<file path="src/rtl/sdram_arbit.sv">
// Bus arbiter between the SDRAM init, write and read engines, plus the periodic
// auto-refresh scheduler. Engine commands reach the pins combinationally from the state.
module sdram_arbit #(
  parameter int REF_PERIOD = 750,
  parameter int TRFC       = 7
) (
  input  logic        sclk,
  input  logic        reset,
  input  logic        init_end,
  input  logic [3:0]  init_cmd,
  input  logic [11:0] init_addr,
  output logic        ref_req,
  input  logic        wr_req,
  output logic        wr_en,
  input  logic        flag_wr_end,
  input  logic [3:0]  wr_cmd,
  input  logic [11:0] wr_addr,
  input  logic [1:0]  wr_bank,
  input  logic [15:0] wr_data,
  input  logic        rd_req,
  output logic        rd_en,
  input  logic        flag_rd_end,
  input  logic [3:0]  rd_cmd,
  input  logic [11:0] rd_addr,
  input  logic [1:0]  rd_bank,
  output logic        sdram_cke,
  output logic        sdram_cs_n,
  output logic        sdram_ras_n,
  output logic        sdram_cas_n,
  output logic        sdram_we_n,
  output logic [1:0]  sdram_ba,
  output logic [11:0] sdram_addr,
  output logic [15:0] sdram_dq_out,
  output logic        sdram_dq_oe
);

  localparam int TW = $clog2(REF_PERIOD);
  localparam int CW = $clog2(TRFC);
  localparam logic [TW-1:0] TIMER_LAST = TW'(REF_PERIOD - 1);
  localparam logic [CW-1:0] AREF_LAST  = CW'(TRFC - 1);
  localparam logic [3:0] CMD_NOP  = 4'b0111;
  localparam logic [3:0] CMD_AREF = 4'b0001;

  typedef enum logic [4:0] {
    IDLE  = 5'b00001,
    ARBIT = 5'b00010,
    AREF  = 5'b00100,
    WRITE = 5'b01000,
    READ  = 5'b10000
  } state_t;

  state_t          state;
  state_t          state_next;
  logic [TW-1:0]   ref_timer;
  logic [CW-1:0]   ref_cnt;
  logic [3:0]      cmd;

  always_ff @(posedge sclk or negedge reset) begin
    if (!reset) state <= IDLE;
    else        state <= state_next;
  end

  // Refresh always wins arbitration, so a pending refresh also overrides wr_req.
  always_comb begin
    state_next = state;
    case (state)
      IDLE:    if (init_end) state_next = ARBIT;
      ARBIT: begin
        if (ref_req)      state_next = AREF;
        else if (wr_req)  state_next = WRITE;
        else if (rd_req)  state_next = READ;
      end
      AREF:    if (ref_cnt == AREF_LAST) state_next = ARBIT;
      WRITE:   if (flag_wr_end) state_next = ARBIT;
      READ:    if (flag_rd_end) state_next = ARBIT;
      default: state_next = IDLE;
    endcase
  end

  // Grants fire only on the ARBIT exit edge, never while an engine already owns the bus.
  always_ff @(posedge sclk or negedge reset) begin
    if (!reset) begin
      wr_en <= 1'b0;
      rd_en <= 1'b0;
    end else begin
      wr_en <= (state == ARBIT) && (state_next == WRITE);
      rd_en <= (state == ARBIT) && (state_next == READ);
    end
  end

  always_ff @(posedge sclk or negedge reset) begin
    if (!reset)                                    ref_cnt <= '0;
    else if (state == AREF && ref_cnt != AREF_LAST) ref_cnt <= ref_cnt + 1'b1;
    else                                           ref_cnt <= '0;
  end

  always_ff @(posedge sclk or negedge reset) begin
    if (!reset)                      ref_timer <= '0;
    else if (!init_end)              ref_timer <= '0;
    else if (ref_timer == TIMER_LAST) ref_timer <= '0;
    else                             ref_timer <= ref_timer + 1'b1;
  end

  // A new request beats the clear, and overruns just keep the single owed refresh.
  always_ff @(posedge sclk or negedge reset) begin
    if (!reset)                                  ref_req <= 1'b0;
    else if (init_end && ref_timer == TIMER_LAST) ref_req <= 1'b1;
    else if (state == AREF && ref_cnt == '0)      ref_req <= 1'b0;
  end

  always_comb begin
    cmd        = CMD_NOP;
    sdram_addr = 12'h000;
    sdram_ba   = 2'b00;
    case (state)
      IDLE: begin
        cmd        = init_cmd;
        sdram_addr = init_addr;
      end
      AREF: begin
        if (ref_cnt == '0) begin
          cmd        = CMD_AREF;
          sdram_addr = 12'h400;
        end
      end
      WRITE: begin
        cmd        = wr_cmd;
        sdram_addr = wr_addr;
        sdram_ba   = wr_bank;
      end
      READ: begin
        cmd        = rd_cmd;
        sdram_addr = rd_addr;
        sdram_ba   = rd_bank;
      end
      default: begin
        cmd        = CMD_NOP;
        sdram_addr = 12'h000;
        sdram_ba   = 2'b00;
      end
    endcase
  end

  assign {sdram_cs_n, sdram_ras_n, sdram_cas_n, sdram_we_n} = cmd;
  assign sdram_cke    = 1'b1;
  assign sdram_dq_out = wr_data;
  assign sdram_dq_oe  = (state == WRITE);

endmodule
</file>
<file path="config.mk">
export PLATFORM = sky130hd
export DESIGN_NAME = sdram_arbit
export DESIGN_NICKNAME = d
export VERILOG_FILES = /design/src/rtl/sdram_arbit.sv
export SDC_FILE = /design/constraint.sdc
export NUM_CORES = 1
export LEC_CHECK = 0
export ABC_AREA = 1
export BUFFER_PORTS_ARGS = -buffer_cell sky130_fd_sc_hd__buf_2
export CAP_MARGIN = 20
export CORE_AREA = 3 3 69 71
export CTS_BUF_LIST = sky130_fd_sc_hd__clkbuf_8 sky130_fd_sc_hd__clkbuf_16
export DETAILED_ROUTE_END_ITERATION = 10
export DIE_AREA = 0 0 72 74
export PLACE_DENSITY = 0.83
export SYNTH_ARGS = -nofsm -noshare
export SYNTH_HDL_FRONTEND = slang
export SYNTH_SLANG_ARGS = --single-unit
</file>
<file path="constraint.sdc">
create_clock -name sclk -period 2.8 [get_ports sclk]
set_input_delay 0.42 -clock sclk [delete_from_list [all_inputs] [get_ports sclk]]
set_output_delay 0.42 -clock sclk [all_outputs]
set_load 0.005 [all_outputs]
</file>
==> summary.txt, run 1 <==
Setup path
  – Critical path's most frequent cell: nand2_1
  – Crit. End Element: output port
  – CP Class: register to output port
  – Delay-heaviest family, CP: simple AND/OR/NAND/NOR gates
  – Cell breakdown of the critical path: nor2_2, nand2_1, nor2_4, nand2_1, nand2_1, nor2_1, nand2_1, buf_2
  – Critical path required time: 2.38 ns
  – Startpoint types: register
  – Delay of the slowest critical-path stage: 0.42 ns
  – Worst path slowest cell: dfrtp_1
  – Internal reg-to-reg setup slack: 1.37 ns
  – Crit path buf inv count: 1
  – Crit path DAT: 1.88 ns
  – CP max FO: 16

Finish
  – Layout Nets: 392
  – FF+latch area: 527 µm²
  – Most frequent cells in the layout: buf_2, nand2_1, nor2_1
  – Layout cells sized above 1: 0.315
  – Area growth syn-to-layout: 20.4%
  – Multi-input logic area: 906 µm²
  – Diodes inserted: 0
  – Fillers: 421
  – Commonest non-fill, non-tap cell in the layout: buf_2

Routing
  – Met2 WL: 2250 µm
  – TritonRoute pass-1 iters: 4
  – Uppermost layer routed: met4
  – DRC Markers: 0
  – Via Count: 1787
  – Metal-1 WL: 1630 µm
  – Routed WL: 4330 µm
  – WL/cell: 11.9 µm
  – Vias per cell: 4.92
  – DR WL met3: 410 µm
  – DR iter-0 viols: 32
  – Post-DRT Antenna Nets: 0

STA
  – Fin Setup TNS: 0 ns
  – Period minus WS final: 2.30 ns
  – Post-route setup slack: 0.497 ns
  – Fmax: 434 MHz
  – Clock skew: 0.00831 ns
  – Post-route clock period utilization: 0.823
  – Unrepaired setup endpoints after global routing: false
  – Final hold vios: 0
  – Final setup viols: 0
  – Slew Limit Fails: 0

Synth
  – Share of the synthesized area in the top cell type: 0.299
  – Seq/Total Area, Yosys: 0.315
  – Synth unique cells: 24
  – Leading area contributor after synthesis: dfrtp_1
  – Syn nets: 329
  – Synth Warn #: 0
  – Avg Synthesized Cell Area: 6.72 µm²
  – Top post-synthesis cells by area: dfrtp_1, nand2_1, buf_4, nand3_1, nor2_1
  – Netlist Area Pre-Place: 1670 µm²
  – Post-Syn Instances: 249
  – #FFs+latches synth: 21

Floorplan
  – Core ar.: 4290 µm²
  – Initial Utilization: 0.390
  – I/O Pins: 114
  – Die Height: 74 µm
  – Die area: 5330 µm²
  – Die width: 72 µm
  – Row Count: 24

Power and ir drop
  – Cell Int Power: 679 µW
  – Cell Pwr Density: 582 nW/µm²
  – Switching share of power: 0.421
  – Clock group share of total power: 0.166
  – P_sw: 494 µW
  – Pleak: 0.00110 µW
  – Sequential share of power: 0.327
  – Peak supply drop: 0.000211 V
  – PnR Total Power: 1170 µW
  – Comb pwr share: 0.507

Placed design
  – Routability cong.: 0.910
  – PortBufs: 80
  – Post-Place Worst Slack: 0.775 ns
  – Detail Placement HPWL: 3530 µm

Global routing
  – Initial antenna violation count: 0
  – Overall Global Routing Usage: 0.157
  – First-pass GRT wire length: 6690 µm
  – Pin count of the biggest net entering global routing: 22
  – GRT overflow: 0
  – Vias in the first global route: 1544

Clocking
  – Clk_lat worst skew: 0.26 ns
  – Worst-path clk slew: 0.08 ns
  – PostCTS Resize Cnt: 0
  – Htree depth: 1
  – CTS hold repair buffers: 0
  – CTS tree: yes
  – # Post-CTS Setup Buffers: 0
  – Inserted Clock Buffers: 3
  – CTS sink cnt: 21
  – Clk Tree Root Cell: clkbuf_8
  – Clk buf depth: 2

Hold path
  – Hold Path Class: primary input to async pin

Flow run
  – Max Cap Violations: 0

Status
  – Status: finished clean
synthesized netlist by cell type, drive strengths merged:
cell type and number:
a21oi 1, buf 22, conb 1, dfrtp 20, dfstp 1, ha 5, inv 19, nand2 79
nand3 30, nand4 14, nor2 41, nor3 4, o21ai 4, o21bai 1, o22ai 2, xnor2 1
xor2 4
cell families after synthesis:
kind of cell    after synthesis  share of synthesized area
flops                        21                      0.315
fa+ha+maj                     5                     0.0374
buf+inv                      41                      0.144
other cells                   1                    0.00224
compound gates                8                     0.0269
xor+xnor                      5                     0.0262
simple gates                168                      0.448
path summary, 6_finish.rpt:
check,cells past startpoint,to,from
hold reg to reg,1,ref_cnt[0],ref_cnt[0]
setup / recovery,8,sdram_we_n,state[3]
max in group asynchronous,1,state[0],reset
setup reg to reg,6,state[0],state[0]
min in group sclk,2,state[3],flag_wr_end
hold / removal,1,ref_timer[5],reset
sequential cells by signal, indices dropped and copies added (netlist names):
signal	flops
ref_timer	10
state	5
wr_en	1
rd_en	1
ref_req	1
ref_cnt	3
area by class of cell:
| type | instances | share of cell area |
|---|---|---|
| Timing Repair Buffer | 80 | 0.199 |
| Sequential cell | 21 | 0.261 |
| Inverter | 19 | 0.0354 |
| Clock inverter | 1 | 0.00248 |
| Multi-Input combinational cell | 187 | 0.449 |
| Clock buffer | 3 | 0.0205 |
| Tap cell | 52 | 0.0323 |
per-stage QoR:
| stage | instance area (µm²) | std cells | hold slack [ns] | utilization |
|---|---|---|---|---|
| after floorplan | 1670 | 249 | 0.124 | - |
| after CTS | 2020 | 363 | 0.118 | 0.469 |
| after detailed placement | 1970 | 359 | 0.403 | 0.459 |
| after global placement | 1970 | 359 | 0.392 | 0.459 |
| after global routing | 2020 | 363 | 0.138 | 0.469 |
| final | 2020 | 363 | 0.100 | 0.469 |
routing by layer:
metal / global-route usage / vias up
li1: - / 911
met4: 0.0397 / 0
met3: 0.0405 / 4
met5: 0 / -
met2: 0.308 / 74
met1: 0.166 / 798
power by group through the flow:
stage	logic (µW)	clock network (µW)	registers, µW
2_1_floorplan	416	0	380
3_3_place_gp	588	0	386
3_5_place_dp	598	0	389
4_1_cts	600	201	383
5_1_grt	672	210	389
6_report	595	195	383
Power figures use the tool's default switching activity.
==> inputs of run 2 (changes only) <==
==> constraint.sdc (replaced) <==
create_clock -name sclk -period 2.3 [get_ports sclk]
set_input_delay 0.345 -clock sclk [delete_from_list [all_inputs] [get_ports sclk]]
set_output_delay 0.345 -clock sclk [all_outputs]
set_load 0.005 [all_outputs]
==> summary.txt, run 2 (synthesized netlist as in run 1, its figures left out) <==
Global routing
  – Overall Global Routing Usage: 0.157
  – GRT overflow: 0
  – Initial antenna violation count: 0
  – Pin count of the biggest net entering global routing: 22
  – First-pass GRT wire length: 6610 µm
  – Vias in the first global route: 1556

Clocking
  – Inserted Clock Buffers: 3
  – Htree depth: 1
  – Clk buf depth: 2
  – Clk Tree Root Cell: clkbuf_8
  – PostCTS Resize Cnt: 0
  – Clk_lat worst skew: 0.27 ns
  – CTS tree: yes
  – CTS hold repair buffers: 0
  – CTS sink cnt: 21
  – # Post-CTS Setup Buffers: 0
  – Worst-path clk slew: 0.08 ns

Routing
  – Via Count: 1777
  – TritonRoute pass-1 iters: 4
  – Post-DRT Antenna Nets: 0
  – DRC Markers: 0
  – Vias per cell: 4.88
  – Routed WL: 4310 µm
  – WL/cell: 11.8 µm
  – DR iter-0 viols: 57

STA
  – Period minus WS final: 2.06 ns
  – Clock skew: 0.00226 ns
  – Final hold vios: 0
  – Hold WS: 0.0169 ns
  – Fmax: 485 MHz
  – Final setup viols: 0
  – Slew Limit Fails: 0
  – Post-route clock period utilization: 0.897
  – Fin Setup TNS: 0 ns
  – Unrepaired setup endpoints after global routing: false

Setup path
  – FF-to-FF path depth: 6
  – Crit path DAT: 1.72 ns
  – CP max FO: 13
  – Crit. End Element: output port
  – Startpoint types: register
  – Critical path required time: 1.96 ns
  – CP Class: register to output port

Flow run
  – Max Cap Violations: 0

Finish
  – Post-Layout Cell Count: 364
  – Commonest non-fill, non-tap cell in the layout: buf_2
  – Layout cells sized above 1: 0.317
  – Regs by FF count: ref_timer (10), state (5), ref_cnt (3)
  – Multi-input logic area: 906 µm²
  – Diodes inserted: 0
  – Largest register by flop count: ref_timer
  – Layout Nets: 393
  – Largest register FFs: 10
  – Fin area: 2030 µm²
  – Area growth syn-to-layout: 21.0%
  – FF+latch area: 527 µm²
  – Most frequent cells in the layout: buf_2, nand2_1, nor2_1
  – Fillers: 441

Floorplan
  – I/O Pins: 114
  – Core ar.: 4290 µm²
  – Die area: 5330 µm²
  – Row Count: 24
  – Die width: 72 µm
  – Initial Utilization: 0.390
  – Die Height: 74 µm

Placed design
  – Inst Count DP: 360
  – DP Area: 1980 µm²
  – Routability cong.: 0.870
  – PortBufs: 80
  – Detail Placement HPWL: 3550 µm

Hold path
  – Hold Path Class: primary input to async pin

Power and ir drop
  – Pleak: 0.00110 µW
  – Peak supply drop: 0.000281 V
  – Cell Pwr Density: 713 nW/µm²

Status
  – Status: finished clean
[run 2: changes by cell type in the layout (fill, tap and decap cells not counted), sizes merged]
cell      before  now
buf           80   81
clkinvlp       0    1
clkinv         1    0
[run 2: final timing paths]
| kind | startpoint | end | slack, ns |
|---|---|---|---|
| max in group asynchronous | reset | state[0] | 1.94 |
| hold reg to reg | ref_cnt[0] | ref_cnt[0] | 0.47 |
| setup reg to reg | state[0] | state[0] | 0.87 |
| setup / recovery | state[0] | sdram_addr[0] | 0.24 |
| min in group sclk | flag_wr_end | state[3] | 0.29 |
| hold / removal | reset | ref_timer[0] | 0.02 |
[run 2: final cells by class]
type                    count  area share
clock buffers               3      0.0204
repair buffers             81       0.201
multi-input cells         187       0.447
flip-flops and latches     21       0.260
clock inverters             1     0.00371
well taps                  52      0.0321
inverters                  19      0.0352
[run 2: routing by layer]
layer	GRT usage	routed length [µm]	vias up	share of wire
met3	0.0446	467	4	0.11
met4	0.0626	42	0	0.0098
met2	0.301	2170	97	0.50
met1	0.161	1620	768	0.38
li1	-	-	908	-
met5	0	0	-	0
[run 2: power breakdown]
group	internal (µW)	leakage, µW	switching [µW]	total [µW]
sequential	416	0.000284	49.5	466
combinational	298	0.000792	429	727
clock	123	0.0000217	129	252
[run 2: through the flow]
stage / util / total power, µW / worst slack, ns
after floorplan: - / 970 / 0.768
after global placement: 0.460 / 1190 / 0.585
after detailed placement: 0.460 / 1200 / 0.536
after CTS: 0.472 / 1460 / 0.234
after global routing: 0.472 / 1580 / 0.0709
final: 0.472 / 1440 / 0.237
[run 2: worst max-delay path: stages (launching register included)]
cell	delay [ns]
dfstp_2	0.54
inv_1	0.08
nor2_2	0.22
nand3_2	0.14
inv_2	0.21
nand2_1	0.08
nand3_1	0.08
buf_2	0.11
==> inputs of run 3 (changes only) <==
==> constraint.sdc (replaced) <==
create_clock -name sclk -period 2.3 [get_ports sclk]
set_input_delay 0.345 -clock sclk [delete_from_list [all_inputs] [get_ports sclk]]
set_output_delay 0.345 -clock sclk [all_outputs]
set_load 0.1 [all_outputs]
==> summary.txt, run 3 (synthesized netlist as in run 1, its figures left out) <==
Finish
  – Layout cells sized above 1: 0.319
  – Post-Layout Cell Count: 365
  – Diodes inserted: 0
  – FF+latch area: 527 µm²
  – Regs by FF count: ref_timer (10), state (5), ref_cnt (3)
  – Commonest non-fill, non-tap cell in the layout: nand2_1
  – Largest register by flop count: ref_timer
  – Largest register FFs: 10
  – Fin area: 2290 µm²
  – Layout Nets: 394
  – Area growth syn-to-layout: 37.0%
  – Most frequent cells in the layout: nand2_1, buf_2, nor2_1
  – Multi-input logic area: 911 µm²
  – Final Core Density: 0.534
  – Fillers: 408

Placed design
  – PortBufs: 80
  – Post-Place Worst Slack: 0.338 ns
  – Inst Count DP: 360
  – Routability cong.: 0.916
  – Detail Placement HPWL: 3790 µm
  – DP Area: 2220 µm²

Floorplan
  – Core ar.: 4290 µm²
  – Row Count: 24
  – Die Height: 74 µm
  – Die width: 72 µm
  – Die area: 5330 µm²
  – Initial Utilization: 0.390
  – I/O Pins: 114

STA
  – Final setup viols: 0
  – Fmax: 452 MHz
  – Period minus WS final: 2.21 ns
  – Final hold vios: 0
  – Hold WS: 0.0259 ns
  – Post-route setup slack: 0.0895 ns
  – Slew Limit Fails: 0
  – Post-route clock period utilization: 0.961
  – Clock skew: 0.00329 ns

Setup path
  – Delay of the slowest critical-path stage: 0.42 ns
  – Worst path slowest cell: dfrtp_1
  – Crit path DAT: 1.87 ns
  – FF-to-FF path depth: 6
  – Critical path required time: 1.96 ns
  – Cell breakdown of the critical path: nor2_2, buf_4, nand3_2, inv_2, nand2_1, nand3_1, buf_12
  – Startpoint types: register
  – Crit. End Element: output port
  – CP Class: register to output port
  – CP max FO: 13

Routing
  – Vias per cell: 5.04
  – Post-DRT Antenna Nets: 0
  – Via Count: 1840
  – DRC Markers: 0
  – WL/cell: 12.8 µm
  – Routed WL: 4670 µm
  – TritonRoute pass-1 iters: 4
  – DR iter-0 viols: 47

Clocking
  – CTS tree: yes
  – Clk_lat worst skew: 0.26 ns
  – Htree depth: 1
  – Clk Tree Root Cell: clkbuf_8
  – CTS sink cnt: 21
  – CTS hold repair buffers: 0
  – Clk buf depth: 2
  – Inserted Clock Buffers: 3
  – Worst-path clk slew: 0.08 ns

Global routing
  – Pin count of the biggest net entering global routing: 22
  – Initial antenna violation count: 0
  – Vias in the first global route: 1690
  – First-pass GRT wire length: 7400 µm
  – GRT overflow: 0
  – Overall Global Routing Usage: 0.173

Power and ir drop
  – Pleak: 0.00117 µW
  – Peak supply drop: 0.000762 V
  – Cell Pwr Density: 1340 nW/µm²

Flow run
  – Max Cap Violations: 0

Status
  – Status: finished clean

Hold path
  – Hold Path Class: primary input to async pin
[run 3: cell types whose count changed in the layout (fill, tap and decap cells not counted), sizes merged]
| cell | delta |
|---|---|
| buf | -1 |
| clkinvlp | -1 |
| clkbuf | +2 |
| clkinv | +1 |
[run 3: cell type report]
type | instances | share of cell area
multi-input combinational | 187 | 0.397
timing repair buffer | 82 | 0.294
sequential | 21 | 0.230
inverter | 19 | 0.0311
tap | 52 | 0.0284
clock buffer | 3 | 0.0180
clock inverter | 1 | 0.00218
[run 3: repair_timing]
action	in CTS	in global routing
endpoints found under the setup margin	0	16
gates resized for setup	0	3
setup buffers	0	1
[run 3: per-layer routing]
layer,vias to the layer above,routed length [µm],global-route usage
li1,913,-,-
met1,824,1670,0.193
met2,97,2470,0.328
met3,6,465,0.0324
met4,0,65,0.0647
met5,-,0,0
[run 3: power by group]
part	total, µW	internal, µW	switching [µW]
registers	470	417	53.6
clock network	237	120	116
logic	2370	680	1680
total	3070	1220	1850
[run 3: final timing paths]
path                             start       endpoint  slack, ns
setup / recovery              state[3]  sdram_addr[0]       0.09
hold / removal                   reset   ref_timer[2]       0.03
setup reg to reg              state[3]       state[0]       0.86
hold reg to reg             ref_cnt[0]     ref_cnt[0]       0.46
max in group asynchronous        reset       state[0]       1.93
min in group sclk          flag_rd_end       state[4]       0.31
[run 3: worst max-delay path: cells and delay by family (launching register included)]
| kind | cells | cell delay [ns] |
|---|---|---|
| and+or+nand+nor | 4 | 0.57 |
| buffers and inverters | 3 | 0.62 |
| DFF | 1 | 0.42 |
[run 3: stage by stage]
stage               power, µW  TNS (ns)
floorplan                2240         0
global placement         2790         0
detailed placement       2820         0
CTS                      3060         0
global route             3200   -0.0113
finish                   3070         0
